--- src/rtl/jk_universal_register_pkg.sv ---
// rtl/jk_universal_register_pkg.sv - mode and JK code constants for jk_universal_register
//
// Package jk_univ_pkg
//   MODE_*  : 3-bit operation select values driven on the mode bus signal
//   JK_*    : {j,k} pair codes understood by jk_bit_cell
package jk_univ_pkg;

    typedef logic [2:0] mode_t;
    typedef logic [1:0] jk_code_t;

    localparam mode_t MODE_HOLD = 3'b000;
    localparam mode_t MODE_JK   = 3'b001;
    localparam mode_t MODE_LOAD = 3'b010;
    localparam mode_t MODE_UP   = 3'b011;
    localparam mode_t MODE_DOWN = 3'b100;
    localparam mode_t MODE_SHL  = 3'b101;
    localparam mode_t MODE_SHR  = 3'b110;
    localparam mode_t MODE_ROTL = 3'b111;

    localparam jk_code_t JK_HOLD = 2'b00;
    localparam jk_code_t JK_CLR  = 2'b01;
    localparam jk_code_t JK_SET  = 2'b10;
    localparam jk_code_t JK_TGL  = 2'b11;

endpackage

--- src/rtl/jk_universal_register_if.sv ---
// rtl/jk_universal_register_if.sv - control/data bus of jk_universal_register
//
// master drives: en, mode, j, k, d, sin_l, sin_r
// master reads : q, qbar, tc, ovf
// slave is the register itself.
interface jk_universal_register_if #(
    parameter int WIDTH = 8
);
    logic             en;
    logic [2:0]       mode;
    logic [WIDTH-1:0] j;
    logic [WIDTH-1:0] k;
    logic [WIDTH-1:0] d;
    logic             sin_l;
    logic             sin_r;
    logic [WIDTH-1:0] q;
    logic [WIDTH-1:0] qbar;
    logic             tc;
    logic             ovf;

    modport master (
        output en, mode, j, k, d, sin_l, sin_r,
        input  q, qbar, tc, ovf
    );

    modport slave (
        input  en, mode, j, k, d, sin_l, sin_r,
        output q, qbar, tc, ovf
    );
endinterface

--- src/rtl/jk_universal_register_cell.sv ---
// rtl/jk_universal_register_cell.sv - single JK bit cell with synchronous active-low clear
//
// Ports: clk, _clr (sync active-low), en_i (update enable), j_i/k_i (JK pair),
//        q_o (bit state). RST_VAL is the value taken on clear.
module jk_bit_cell
    import jk_univ_pkg::*;
#(
    parameter logic RST_VAL = 1'b0
) (
    input  logic clk,
    input  logic _clr,
    input  logic en_i,
    input  logic j_i,
    input  logic k_i,
    output logic q_o
);

    logic q_q;

    always_ff @(posedge clk) begin
        if (!_clr) begin
            q_q <= RST_VAL;
        end else if (en_i) begin
            case ({j_i, k_i})
                JK_SET:  q_q <= 1'b1;
                JK_CLR:  q_q <= 1'b0;
                JK_TGL:  q_q <= ~q_q;
                default: q_q <= q_q;
            endcase
        end
    end

    assign q_o = q_q;

endmodule

--- src/rtl/jk_universal_register.sv ---
// rtl/jk_universal_register.sv - multi-mode register built from JK bit cells
//
// Ports: clk, _clr (sync active-low), bus (slave side of jk_universal_register_if:
//        en, mode, j, k, d, sin_l, sin_r in; q, qbar, tc, ovf out).
module jk_universal_register
    import jk_univ_pkg::*;
#(
    parameter int               WIDTH     = 8,
    parameter int               MODULUS   = 256,
    parameter logic [WIDTH-1:0] RESET_VAL = '0
) (
    input  logic                    clk,
    input  logic                    _clr,
    jk_universal_register_if.slave  bus
);

    // Top count value, truncated to register width.
    localparam logic [WIDTH-1:0] MAX_VAL = WIDTH'(MODULUS - 1);

    logic [WIDTH-1:0] q_q;
    logic [WIDTH-1:0] nxt_d;
    logic [WIDTH-1:0] j_d;
    logic [WIDTH-1:0] k_d;
    logic             tc_w;
    logic             ovf_d;
    logic             ovf_q;

    // Target value for the arithmetic/shift modes.
    always_comb begin
        nxt_d = q_q;
        case (bus.mode)
            MODE_UP:   nxt_d = (q_q >= MAX_VAL) ? '0 : q_q + WIDTH'(1);
            MODE_DOWN: begin
                if (q_q == '0)          nxt_d = MAX_VAL;
                else if (q_q > MAX_VAL) nxt_d = MAX_VAL;
                else                    nxt_d = q_q - WIDTH'(1);
            end
            MODE_SHL:  nxt_d = {q_q[WIDTH-2:0], bus.sin_l};
            MODE_SHR:  nxt_d = {bus.sin_r, q_q[WIDTH-1:1]};
            MODE_ROTL: nxt_d = {q_q[WIDTH-2:0], q_q[WIDTH-1]};
            default:   nxt_d = q_q;
        endcase
    end

    // Map each mode onto per-bit j/k. Computed modes toggle exactly the bits
    // that differ from the target (j=k=1), leaving the rest on hold.
    always_comb begin
        j_d = nxt_d ^ q_q;
        k_d = nxt_d ^ q_q;
        case (bus.mode)
            MODE_JK: begin
                j_d = bus.j;
                k_d = bus.k;
            end
            MODE_LOAD: begin
                j_d = bus.d;
                k_d = ~bus.d;
            end
            default: ;
        endcase
    end

    for (genvar i = 0; i < WIDTH; i++) begin : g_cell
        jk_bit_cell #(
            .RST_VAL (RESET_VAL[i])
        ) u_cell (
            .clk  (clk),
            ._clr (_clr),
            .en_i (bus.en),
            .j_i  (j_d[i]),
            .k_i  (k_d[i]),
            .q_o  (q_q[i])
        );
    end

    assign tc_w  = bus.en & (((bus.mode == MODE_UP)   & (q_q >= MAX_VAL)) |
                             ((bus.mode == MODE_DOWN) & (q_q == '0)));
    // tc already carries en, so a disabled edge clears ovf.
    assign ovf_d = tc_w;

    always_ff @(posedge clk) begin
        if (!_clr) ovf_q <= 1'b0;
        else       ovf_q <= ovf_d;
    end

    assign bus.q    = q_q;
    assign bus.qbar = ~q_q;
    assign bus.tc   = tc_w;
    assign bus.ovf  = ovf_q;

endmodule

--- src/flat_wrapper.sv ---
// flat-port wrapper written by rule: the top's interface ports become plain ports
module jk_universal_register_flat import jk_univ_pkg::*;
#(
    parameter int               WIDTH     = 8,
    parameter int               MODULUS   = 256,
    parameter logic [WIDTH-1:0] RESET_VAL = '0
)
  (clk, _clr, bus_en, bus_mode, bus_j, bus_k, bus_d, bus_sin_l, bus_sin_r, bus_q, bus_qbar, bus_tc, bus_ovf);
  jk_universal_register_if #(.WIDTH(WIDTH)) bus_i ();
  input  logic clk;
  input  logic _clr;
  input wire logic [$bits(bus_i.en)-1:0] bus_en;
  input wire logic [$bits(bus_i.mode)-1:0] bus_mode;
  input wire logic [$bits(bus_i.j)-1:0] bus_j;
  input wire logic [$bits(bus_i.k)-1:0] bus_k;
  input wire logic [$bits(bus_i.d)-1:0] bus_d;
  input wire logic [$bits(bus_i.sin_l)-1:0] bus_sin_l;
  input wire logic [$bits(bus_i.sin_r)-1:0] bus_sin_r;
  output wire logic [$bits(bus_i.q)-1:0] bus_q;
  output wire logic [$bits(bus_i.qbar)-1:0] bus_qbar;
  output wire logic [$bits(bus_i.tc)-1:0] bus_tc;
  output wire logic [$bits(bus_i.ovf)-1:0] bus_ovf;
  assign bus_i.en = bus_en;
  assign bus_i.mode = bus_mode;
  assign bus_i.j = bus_j;
  assign bus_i.k = bus_k;
  assign bus_i.d = bus_d;
  assign bus_i.sin_l = bus_sin_l;
  assign bus_i.sin_r = bus_sin_r;
  assign bus_q = bus_i.q;
  assign bus_qbar = bus_i.qbar;
  assign bus_tc = bus_i.tc;
  assign bus_ovf = bus_i.ovf;
  jk_universal_register #(.WIDTH(WIDTH), .MODULUS(MODULUS), .RESET_VAL(RESET_VAL)) u_core (.clk(clk), ._clr(_clr), .bus(bus_i));
endmodule
--- config.mk ---
export PLATFORM = sky130hd
export DESIGN_NAME = jk_universal_register_flat
export DESIGN_NICKNAME = d
export VERILOG_FILES = /design/src/rtl/jk_universal_register_pkg.sv /design/src/rtl/jk_universal_register_if.sv /design/src/rtl/jk_universal_register_cell.sv /design/src/rtl/jk_universal_register.sv /design/src/flat_wrapper.sv
export SDC_FILE = /design/constraint.sdc
export NUM_CORES = 1
export LEC_CHECK = 0
export CAP_MARGIN = 20
export CORE_MARGIN = 5
export CORE_UTILIZATION = 29
export CTS_CLUSTER_DIAMETER = 80
export DETAILED_ROUTE_END_ITERATION = 10
export GPL_ROUTABILITY_DRIVEN = 0
export PLACE_DENSITY = 0.6
export SYNTH_ARGS = -nofsm -noshare
export SYNTH_HDL_FRONTEND = slang
export SYNTH_SLANG_ARGS = --single-unit
--- constraint.sdc ---
create_clock -name clk -period 1.4 [get_ports clk]
set_input_delay 0.28 -clock clk [delete_from_list [all_inputs] [get_ports clk]]
set_output_delay 0.28 -clock clk [all_outputs]
set_load 0.005 [all_outputs]
**Word-level counts from Yosys, hierarchy flattened**

Cells that the tools add are included.

- Add/sub/neg operators: 2
- Order comparisons: 2
- Equality and inequality tests: 31
- Mux-type cells: 14
- Bitwise gates (word level): 15
- Reduce and logical (&&, ||, !) cells: 17

Operators with widths:

| cell | count |
|---|---|
| $pmux 8 s5 | 1 |
| $eq 2x2->1 const B | 16 |
| $pmux 8 s2 | 2 |
| $mux 8 | 3 |
| $pmux 1 s3 | 8 |
| $reduce_bool 3->1 | 8 |
| $eq 2x1->1 const B | 8 |
| $not 8->8 | 2 |
| $reduce_and 2->1 | 8 |
| $eq 3x3->1 const B | 4 |
| $add 8x1->8 const B | 1 |
| $ge 8x8->1 const B | 1 |
| $gt 8x8->1 const B | 1 |
| $logic_not 8->1 | 1 |
| $not 1->1 | 8 |
| $sub 8x1->8 const B | 1 |
| $xor 8x8->8 | 1 |
| $eq 3x2->1 const B | 2 |
| $and 1x1->1 | 3 |
| $eq 3x1->1 const B | 1 |
| $or 1x1->1 | 1 |

- Register bits: 9
- Word-level logic and storage cells: 90

**Longest topological paths before layout**

Gate-level depths: netlist of the first run.

- Word-level depth: 9
- Mapped depth: 8
- Depth with buffers taken out: 7

**Modules after synthesis**

From an unflattened synthesis of the first run, not the netlist that was laid out.

- Cells, all modules: 198
- Area total of the unflattened synthesis: 1466.4 µm²

By module, submodules not included:

| module | instances | cells an instance | area an instance (µm²) | sequential area each (µm²) |
|---|---|---|---|---|
| jk_universal_register | 1 | 166 | 1126.1 | 20.0 |
| jk_bit_cell | 8 | 4 | 42.5 | 20.0 |

**Worst setup path after synthesis of the first run**

No wires, ideal clock.

- Path kind: reg2reg
- Start point: register u_core.g_cell[1].u_cell.q_q
- End point: register u_core.g_cell[1].u_cell.q_q
- Library setup time: 0.091 ns
- Arrival time: 1.493 ns
- Data required time: 1.309 ns
- Path slack: -0.184 ns
- Stages on the path, launching flop included: 6
- Buffers on the path: 1
- Path through: dfxtp_1 clkbuf_2 inv_1 ha_1 a311o_1 a311oi_1

- Word-level cells in the longest chain between the ends: 9

Ends and longest elaborated chain:

| what | RTL line | text |
|---|---|---|
| from (decl) | jk_universal_register_cell.sv:18 | `logic q_q;` |
| from (signal assigned) | jk_universal_register_cell.sv:27 | `JK_TGL: q_q <= ~q_q;` |
| from (signal assigned) | jk_universal_register_cell.sv:28 | `default: q_q <= q_q;` |
| $sub 8x1->8 / $gt 8x8->1 (equally long branches) | jk_universal_register.sv:36, jk_universal_register.sv:35 |  |
| $mux 8 | jk_universal_register.sv:35 | `else if (q_q > MAX_VAL) nxt_d = MAX_VAL;` |
| $mux 8 | jk_universal_register.sv:34 | `if (q_q == '0) nxt_d = MAX_VAL;` |
| $pmux 8 s5 | jk_universal_register.sv:31 | `case (bus.mode)` |
| $xor 8x8->8 | jk_universal_register.sv:48, jk_universal_register.sv:49 |  |
| $pmux 8 s2 | jk_universal_register.sv:50 | `case (bus.mode)` |
| $eq 2x2->1 / $eq 2x1->1 (equally long branches) | jk_universal_register_cell.sv:24 | `case ({j_i, k_i})` |
| $reduce_bool 3->1 (no line) | -- |  |
| $reduce_and 2->1 (no line) | -- |  |

Parallel ways exist; a longest one is shown, timed or not.
A chain may end at the register's enable or synchronous reset.

**Worst setup path in the final report of the first run**

- Start point: register u_core.g_cell[3].u_cell.q_q
- End point: output port bus_tc

- Word-level cells in the longest chain between the ends: 4

Ends and longest elaborated chain:

| what | RTL line | text |
|---|---|---|
| from (decl) | jk_universal_register_cell.sv:18 |  |
| from (signal assigned) | jk_universal_register_cell.sv:27 |  |
| from (signal assigned) | jk_universal_register_cell.sv:28 |  |
| $ge 8x8->1 / $logic_not 8->1 (equally long branches) | jk_universal_register.sv:76, jk_universal_register.sv:77 |  |
| $and 1x1->1 (on tied branches) | jk_universal_register.sv:76, jk_universal_register.sv:77 |  |
| $or 1x1->1 (*) | jk_universal_register.sv:76 | `assign tc_w = bus.en & (((bus.mode == MODE_UP) & (q_q >= MAX_VAL)) \|` |
| $and 1x1->1 (*) | jk_universal_register.sv:76 |  |
| to (decl) | flat_wrapper.sv:21 | `output wire logic [$bits(bus_i.tc)-1:0] bus_tc;` |

Every way passes the cells marked *; elsewhere a longest branch is shown, timed or not.

==> metrics, run 1 <==
routed len/inst=between 15 and 20 um; Tot Pwr=~1.5 mW; Post-synth EDFFs=0; Reg area=~200 um^2; Area growth, synth to finish=82.6%; CP Depth=5; Die W=about 79 um; mux cell area share after synthesis=about 1.4%; Slew Limit Fails=0; Routed Antenna Nets=0; CP Capture Type=primary output; P per Cell Area=~600 nW/um^2; CTS root buffer=clkbuf_8; RSZ-0062 raised after global routing=true; VDD IR max=270 uV; clock share of power=approximately a fifth; HPWL Detailed=between 4000 and 5000 um; Hold Startpoint=bus_en; IO buf count=just under 50; reg2reg end=u_core.g_cell[4].u_cell.q_o$_SDFFE_PN0P_; core outline area=4690 um^2; Post-Route WL=between 5000 and 6000 um; Multi-input gate area=1130 um^2; Hold Buf Count CTS=0; FILL cells=approximately 460; most common cell after layout, fill and taps aside=buf_4; crit path cell chain=nor4_4 -> nand4_2 -> nor2_4 -> o21a_1 -> buf_2; Synth Warn #=0; #FFs+latches synth=9; CTS H-Tree Depth=1; largest family of logic cells by synthesized area=compound AO/OA/AOI/OAI gates; Gate Count Post-Synth=between 150 and 200; final net count=about 330; total track usage=between 10% and 20%; static leakage=approximately 0.99 nW; mapped cell area=approximately 1400 um^2; Sw Pwr=roughly 540 uW; xor-xnor portion of the synthesized cell area=under 10%; internal power=979 uW; Slew @ Worst Pin=0.346 ns; initial antenna violation count=0; Startpoint Class=flop; commonest non-fill, non-tap cells in the layout=buf_4 (53), clkdlybuf4s50_1 (29), nand2_1 (20); # IOs=50; post-synthesis adder-cell area fraction=2.71%; worst skew pair latency=between 0.2 and 0.25 ns; met3 wire len=~410 um; Synth Area in Compound Gates=between 30 and 40%; critical path class=reg -> out; outcome=finished, violations left; Worst Path Arrival=approximately 1.5 ns; Hold Path Sink=u_core.bus.ovf$_SDFF_PN0_; DR vias=~2,000; Worst Skew=roughly 0.0014 ns; CTS max path bufs=2; Worst R2R Setup Slack=-0.34 ns; share of cells above drive strength 1=40.2%; syn_nets=around 230; sequential share of power=between 10% and 20%; initial DRC count=between 80 and 90; simple-gate share of the synthesized area=25.7%; die area=roughly 6300 um^2; Worst-path clk slew=0.05 ns; failing checks=setup timing; largest net degree at the start of global routing=31; asr flop ratio synth=0%; fmax=approximately 560 MHz; register area share after synthesis=between 10% and 20%; mean post-synth cell area=approximately 7 um^2; worst path required time=between 1 and 1.5 ns; Die Height=~80 um; dpl ws=-0.819 ns; wire length on met2=approximately 2700 um; row count=25; Max FO, Critical Path=4; Unique masters post-synth=slightly below 60; Max-Cap Viols=0; Final Hold Viols=0; vias per inst=5.63; worst-case reg-to-reg path depth=8; hold path depth=3; Slew HR=about three quarters; Main synth FF type=dfxtp_1; top sig layer=met4; vias in the first global route=about 1,800; Initial Utilization=roughly 30%; first-pass GRT wire length=around 9000 um; CP Buf/Inv Count=1; CTS tree=done; DRC Markers=0; GRT overflow=0; Diodes inserted=0; CP max stage delay=between 0.3 and 0.4 ns; Hold WC Path Type=in -> reg; fin crit period=between 1.5 and 2 ns; Final Core Density=a little over half; Net Sw Frac=between 30% and 40%; met1 wire length=2400 um; endpoints failing setup=9; CTS Sinks=9; Combinational Power Share=about three fifths; Num CTS Buffers=3; Final Cycle Share=128%; TritonRoute pass-1 iters=6; largest delay contributor family on the critical path=simple AND/OR/NAND/NOR gates; Worst R2R Start=u_core.g_cell[3].u_cell.q_o$_SDFFE_PN0P_; crit path max-delay cell type=dfxtp_4; Final Worst Setup Slack=-0.398 ns
sequential cells by signal (all words and copies together), names as in the netlist:
| signal | cells |
|---|---|
| u_core.bus.ovf | 1 |
| u_core.g_cell.u_cell.q_o | 8 |
kinds of logic (layout without fill, tap and decap cells):
| group | after synthesis | count (layout) |
|---|---|---|
| AO/OA/AOI/OAI | 78 | 78 |
| AND/OR/NAND/NOR | 64 | 64 |
| buffers and inverters | 38 | 131 |
| flip-flops | 9 | 9 |
| XOR/XNOR | 4 | 4 |
| adder cells (fa/ha/maj) | 3 | 3 |
| multiplexers | 2 | 2 |
per-layer routing:
metal  up-vias  GRT usage [%]
li1        927              -
met1       903           23.3
met2        98           31.0
met3        16           2.15
met4         0           5.50
met5         -              0
repair_timing:
action                                  CTS  global route
endpoints found under the setup margin   25            14
pin swaps                                13            11
setup buffers                            14             6
resized for setup                        67            20
power by group through the flow:
stage	Combinational (mW)	Clock [mW]	Sequential, mW
after floorplan	0.413	0	0.300
after CTS	0.846	0.315	0.299
after detailed placement	0.746	0	0.306
after global routing	0.982	0.325	0.302
after global placement	0.746	0	0.306
final	0.912	0.306	0.300
cell type report:
type,count,share of cell area (%)
clock buffers,4,1.78
inverters,12,2.22
multi-input cells,151,44.7
flip-flops and latches,9,8.01
well taps,54,2.67
repair buffers,115,40.6
through the flow:
step | instance area (um^2) | TNS, ns | hold slack, ns | cells
global placement | 2220 | -6.46 | 0.748 | 326
floorplan | 1450 | -0.0372 | 0.402 | 198
finish | 2530 | -2.08 | 0.714 | 345
detailed placement | 2220 | -6.83 | 0.764 | 326
CTS | 2450 | -1.69 | 0.689 | 341
global route | 2530 | -2.83 | 0.728 | 345
how the worst max path moves through the flow:
stage                                             startpoint     end  slack, ns
global route        u_core.g_cell[3].u_cell.q_o$_SDFFE_PN0P_  bus_tc      -0.47
global placement                                 bus_mode[1]  bus_tc      -0.78
detailed placement                               bus_mode[1]  bus_tc      -0.82
floorplan           u_core.g_cell[6].u_cell.q_o$_SDFFE_PN0P_  bus_tc      -0.02
finish              u_core.g_cell[3].u_cell.q_o$_SDFFE_PN0P_  bus_tc      -0.40
CTS                 u_core.g_cell[3].u_cell.q_o$_SDFFE_PN0P_  bus_tc      -0.37
worst min-delay path, cell delays in order:
cell,delay [ns]
dlygate4sd2_1,0.31
o21a_1,0.16
and2_1,0.15
synthesized netlist by cell type (all sizes together), types with 2 or more instances:
master / n / share of area (%)
o311ai: 2 / 1.3
o31ai: 5 / 2.7
a22oi: 5 / 3.1
xnor2: 4 / 2.5
o21ai: 12 / 4.3
a221oi: 4 / 2.5
a211oi: 5 / 3.1
inv: 11 / 3.0
nor3: 2 / 1.1
o211ai: 3 / 1.6
nor4: 2 / 2.0
nand3b: 3 / 1.6
a21o: 2 / 1.1
a21oi: 12 / 4.3
a22o: 2 / 1.3
nor2: 10 / 2.9
nor2b: 5 / 2.3
and3: 3 / 1.4
or2: 2 / 0.90
a31oi: 7 / 3.2
nand4: 3 / 1.8
nand2: 20 / 5.4
buf: 20 / 10
ha: 3 / 2.7
nand3: 5 / 1.8
o21a: 2 / 1.1
o22ai: 6 / 2.7
mux2i: 2 / 1.4
o31a: 2 / 1.3
dfxtp: 9 / 13
clkbuf: 6 / 1.7
and2: 3 / 1.4
o221ai: 4 / 2.5
No activity file was read; power rests on OpenSTA's default activity.
==> inputs of run 2 (changes only) <==
==> constraint.sdc (replaced) <==
create_clock -name clk -period 1.4 [get_ports clk]
set_input_delay 0.28 -clock clk [delete_from_list [all_inputs] [get_ports clk]]
set_output_delay 0.28 -clock clk [all_outputs]
set_load 0.02 [all_outputs]
==> metrics, run 2 (synthesized netlist as in run 1, its figures left out) <==
failing checks=setup timing; first-pass GRT wire length=8940 um (-0.16%); VDD IR max=408 uV (+51%); IO buf count=49 (unchanged); static leakage=1.02 nW (+2.7%); Hold WS=0.534 ns (-0.180 ns); Final Hold Viols=0 (unchanged); Worst R2R Setup Slack=-0.30 ns (+0.04 ns); Final Core Density=55.0% (+1.1 points); CP Capture Type=primary output; vias per inst=5.55 (-1.4%); max reg flops=8 (unchanged); initial DRC count=84 (-4.5%); RSZ-0062 raised after global routing=true; # IOs=50 (unchanged); Max-Cap Viols=0 (unchanged); critical path class=reg -> out; routed len/inst=16.4 um (+0.36%); worst path required time=1.12 ns (about the same); Area growth, synth to finish=86.3%; Slew HR=79.0% (+2.1 points); share of cells above drive strength 1=43.5% (+3.3 points); Combinational Power Share=61.2% (+1.1 points); Net Sw Frac=37.8% (+2.3 points); Post-Route WL=5690 um (+0.65%); commonest non-fill, non-tap cells in the layout=buf_4 (56), clkdlybuf4s50_1 (27), nand2_1 (20); die area=6260 um^2 (unchanged); Worst R2R Start=u_core.g_cell[5].u_cell.q_o$_SDFFE_PN0P_; Hold WC Path Type=in -> reg; Worst Skew=0.00904 ns (+0.00763 ns); core outline area=4690 um^2 (unchanged); Tot Pwr=1.59 mW (+4.6%); P per Cell Area=615 nW/um^2 (+2.5%); reg2reg end=u_core.g_cell[4].u_cell.q_o$_SDFFE_PN0P_; Final Cell Area=2580 um^2 (+2.0%); CTS root buffer=clkbuf_8; Hold Buf Count CTS=0 (unchanged); total track usage=17.7% (-0.28 points); most common cell after layout, fill and taps aside=buf_4; endpoints failing setup=10 (+1); Max FO, Critical Path=4 (unchanged); dpl ws=-0.855 ns (-0.0366 ns); outcome=finished, violations left; final cell count without fillers=346 (+0.29%); GRT overflow=0 (unchanged); CTS Sinks=9 (unchanged); worst-case reg-to-reg path depth=7 (-1); CTS H-Tree Depth=1 (unchanged); HPWL Detailed=4400 um (+3.9%); largest net degree at the start of global routing=22 (-29%); initial antenna violation count=0 (unchanged); CTS tree=done; Final Cycle Share=127% (-1.4 points); fmax=562 MHz (+1.1%); Slew @ Worst Pin=0.313 ns (-0.0334 ns); CTS max path bufs=2 (unchanged); sequential share of power=19.3% (-0.5 points); Initial Utilization=29.5% (unchanged); placed insts=333 (+2.1%); clock share of power=19.6% (-0.6 points); Startpoint Class=flop; Routed Antenna Nets=0 (unchanged); Sw Pwr=600 uW (+11%); worst skew pair latency=0.24 ns (about the same); Num CTS Buffers=3 (unchanged); vias in the first global route=1,870 (+4.0%); Die W=79.1 um (unchanged); Hold Startpoint=bus_en; Die Height=79.1 um (unchanged); Worst Path Arrival=1.50 ns (-0.02 ns); DR vias=1,922 (-1.1%); Post-Route Setup TNS=-1.65 ns (+0.430 ns); Slew Limit Fails=0 (unchanged); row count=25 (unchanged); Hold Path Sink=u_core.bus.ovf$_SDFF_PN0_; hold path depth=3 (unchanged); dpl cell area=2280 um^2 (+2.8%); Final Worst Setup Slack=-0.379 ns (+0.0195 ns); Worst-path clk slew=0.05 ns (about the same); Diodes inserted=0 (unchanged); DRC Markers=0 (unchanged); fin crit period=1.78 ns (-0.0195 ns); internal power=987 uW (+0.80%); final net count=328 (+0.31%); TritonRoute pass-1 iters=4 (-2)
-- run 2: cell count changes in the layout (fill, tap and decap cells not counted), moves of 3 or more --
cell / change
dlygate4sd2_1: -4
buf_4: +3
buf_6: -3
clkbuf_2: +3
o21ai_0: -3
o21ai_1: +3
-- run 2: critical path: stages, from the launching register on --
cell and delay [ns]:
dfxtp_4 0.36, nor4_4 0.36, nand4_4 0.16, nor2_4 0.13, o21a_4 0.14, buf_6 0.11
-- run 2: area by class of cell --
| cell class | instances | area, um^2 |
|---|---|---|
| fillers | 455 | 2110 |
| multi-input cells | 151 | 1200 |
| repair buffers | 116 | 1020 |
| flip-flops and latches | 9 | 203 |
| well taps | 54 | 67.6 |
| inverters | 12 | 51.3 |
| clock buffers | 4 | 45.0 |
-- run 2: worst max path at each step --
stage | startpoint | end | slack, ns | cells after the start
floorplan | u_core.g_cell[0].u_cell.q_o$_SDFFE_PN0P_ | u_core.g_cell[1].u_cell.q_o$_SDFFE_PN0P_ | -0.15 | 7
global placement | bus_mode[2] | bus_tc | -0.85 | 5
detailed placement | bus_mode[1] | bus_tc | -0.86 | 5
CTS | u_core.g_cell[5].u_cell.q_o$_SDFFE_PN0P_ | bus_tc | -0.38 | 5
global route | u_core.g_cell[5].u_cell.q_o$_SDFFE_PN0P_ | bus_tc | -0.42 | 5
finish | u_core.g_cell[5].u_cell.q_o$_SDFFE_PN0P_ | bus_tc | -0.38 | 5
-- run 2: metal layers --
metal / track usage (%) / wire (um) / up-vias / part of all wire [%]
met5: 0 / 0 / - / 0
met4: 6.70 / 104 / 0 / 1.8
met3: 3.06 / 398 / 12 / 7.0
met2: 30.0 / 2830 / 82 / 50
met1: 22.3 / 2360 / 898 / 41
li1: - / - / 930 / -
-- run 2: what timing repair did --
action,CTS,global route
pin swaps,11,16
setup endpoints to repair,27,16
gates resized for setup,70,40
setup buffers,1,8
-- run 2: power groups by stage --
stage / registers, mW / logic [mW] / clock network, mW
2_1_floorplan: 0.296 / 0.465 / 0
3_3_place_gp: 0.306 / 0.817 / 0
3_5_place_dp: 0.306 / 0.826 / 0
4_1_cts: 0.303 / 0.855 / 0.315
5_1_grt: 0.308 / 1.04 / 0.332
6_report: 0.306 / 0.971 / 0.310
==> inputs of run 3 (changes only) <==
--- a/config.mk
+++ b/config.mk
@@ -5,7 +5,7 @@
 export SDC_FILE = /design/constraint.sdc
 export NUM_CORES = 1
 export LEC_CHECK = 0
-export CAP_MARGIN = 20
+export CAP_MARGIN = 10
 export CORE_MARGIN = 5
 export CORE_UTILIZATION = 29
 export CTS_CLUSTER_DIAMETER = 80
==> results of run 3 <==
The final DEF is identical to that of run 2; final timing and power are the same.
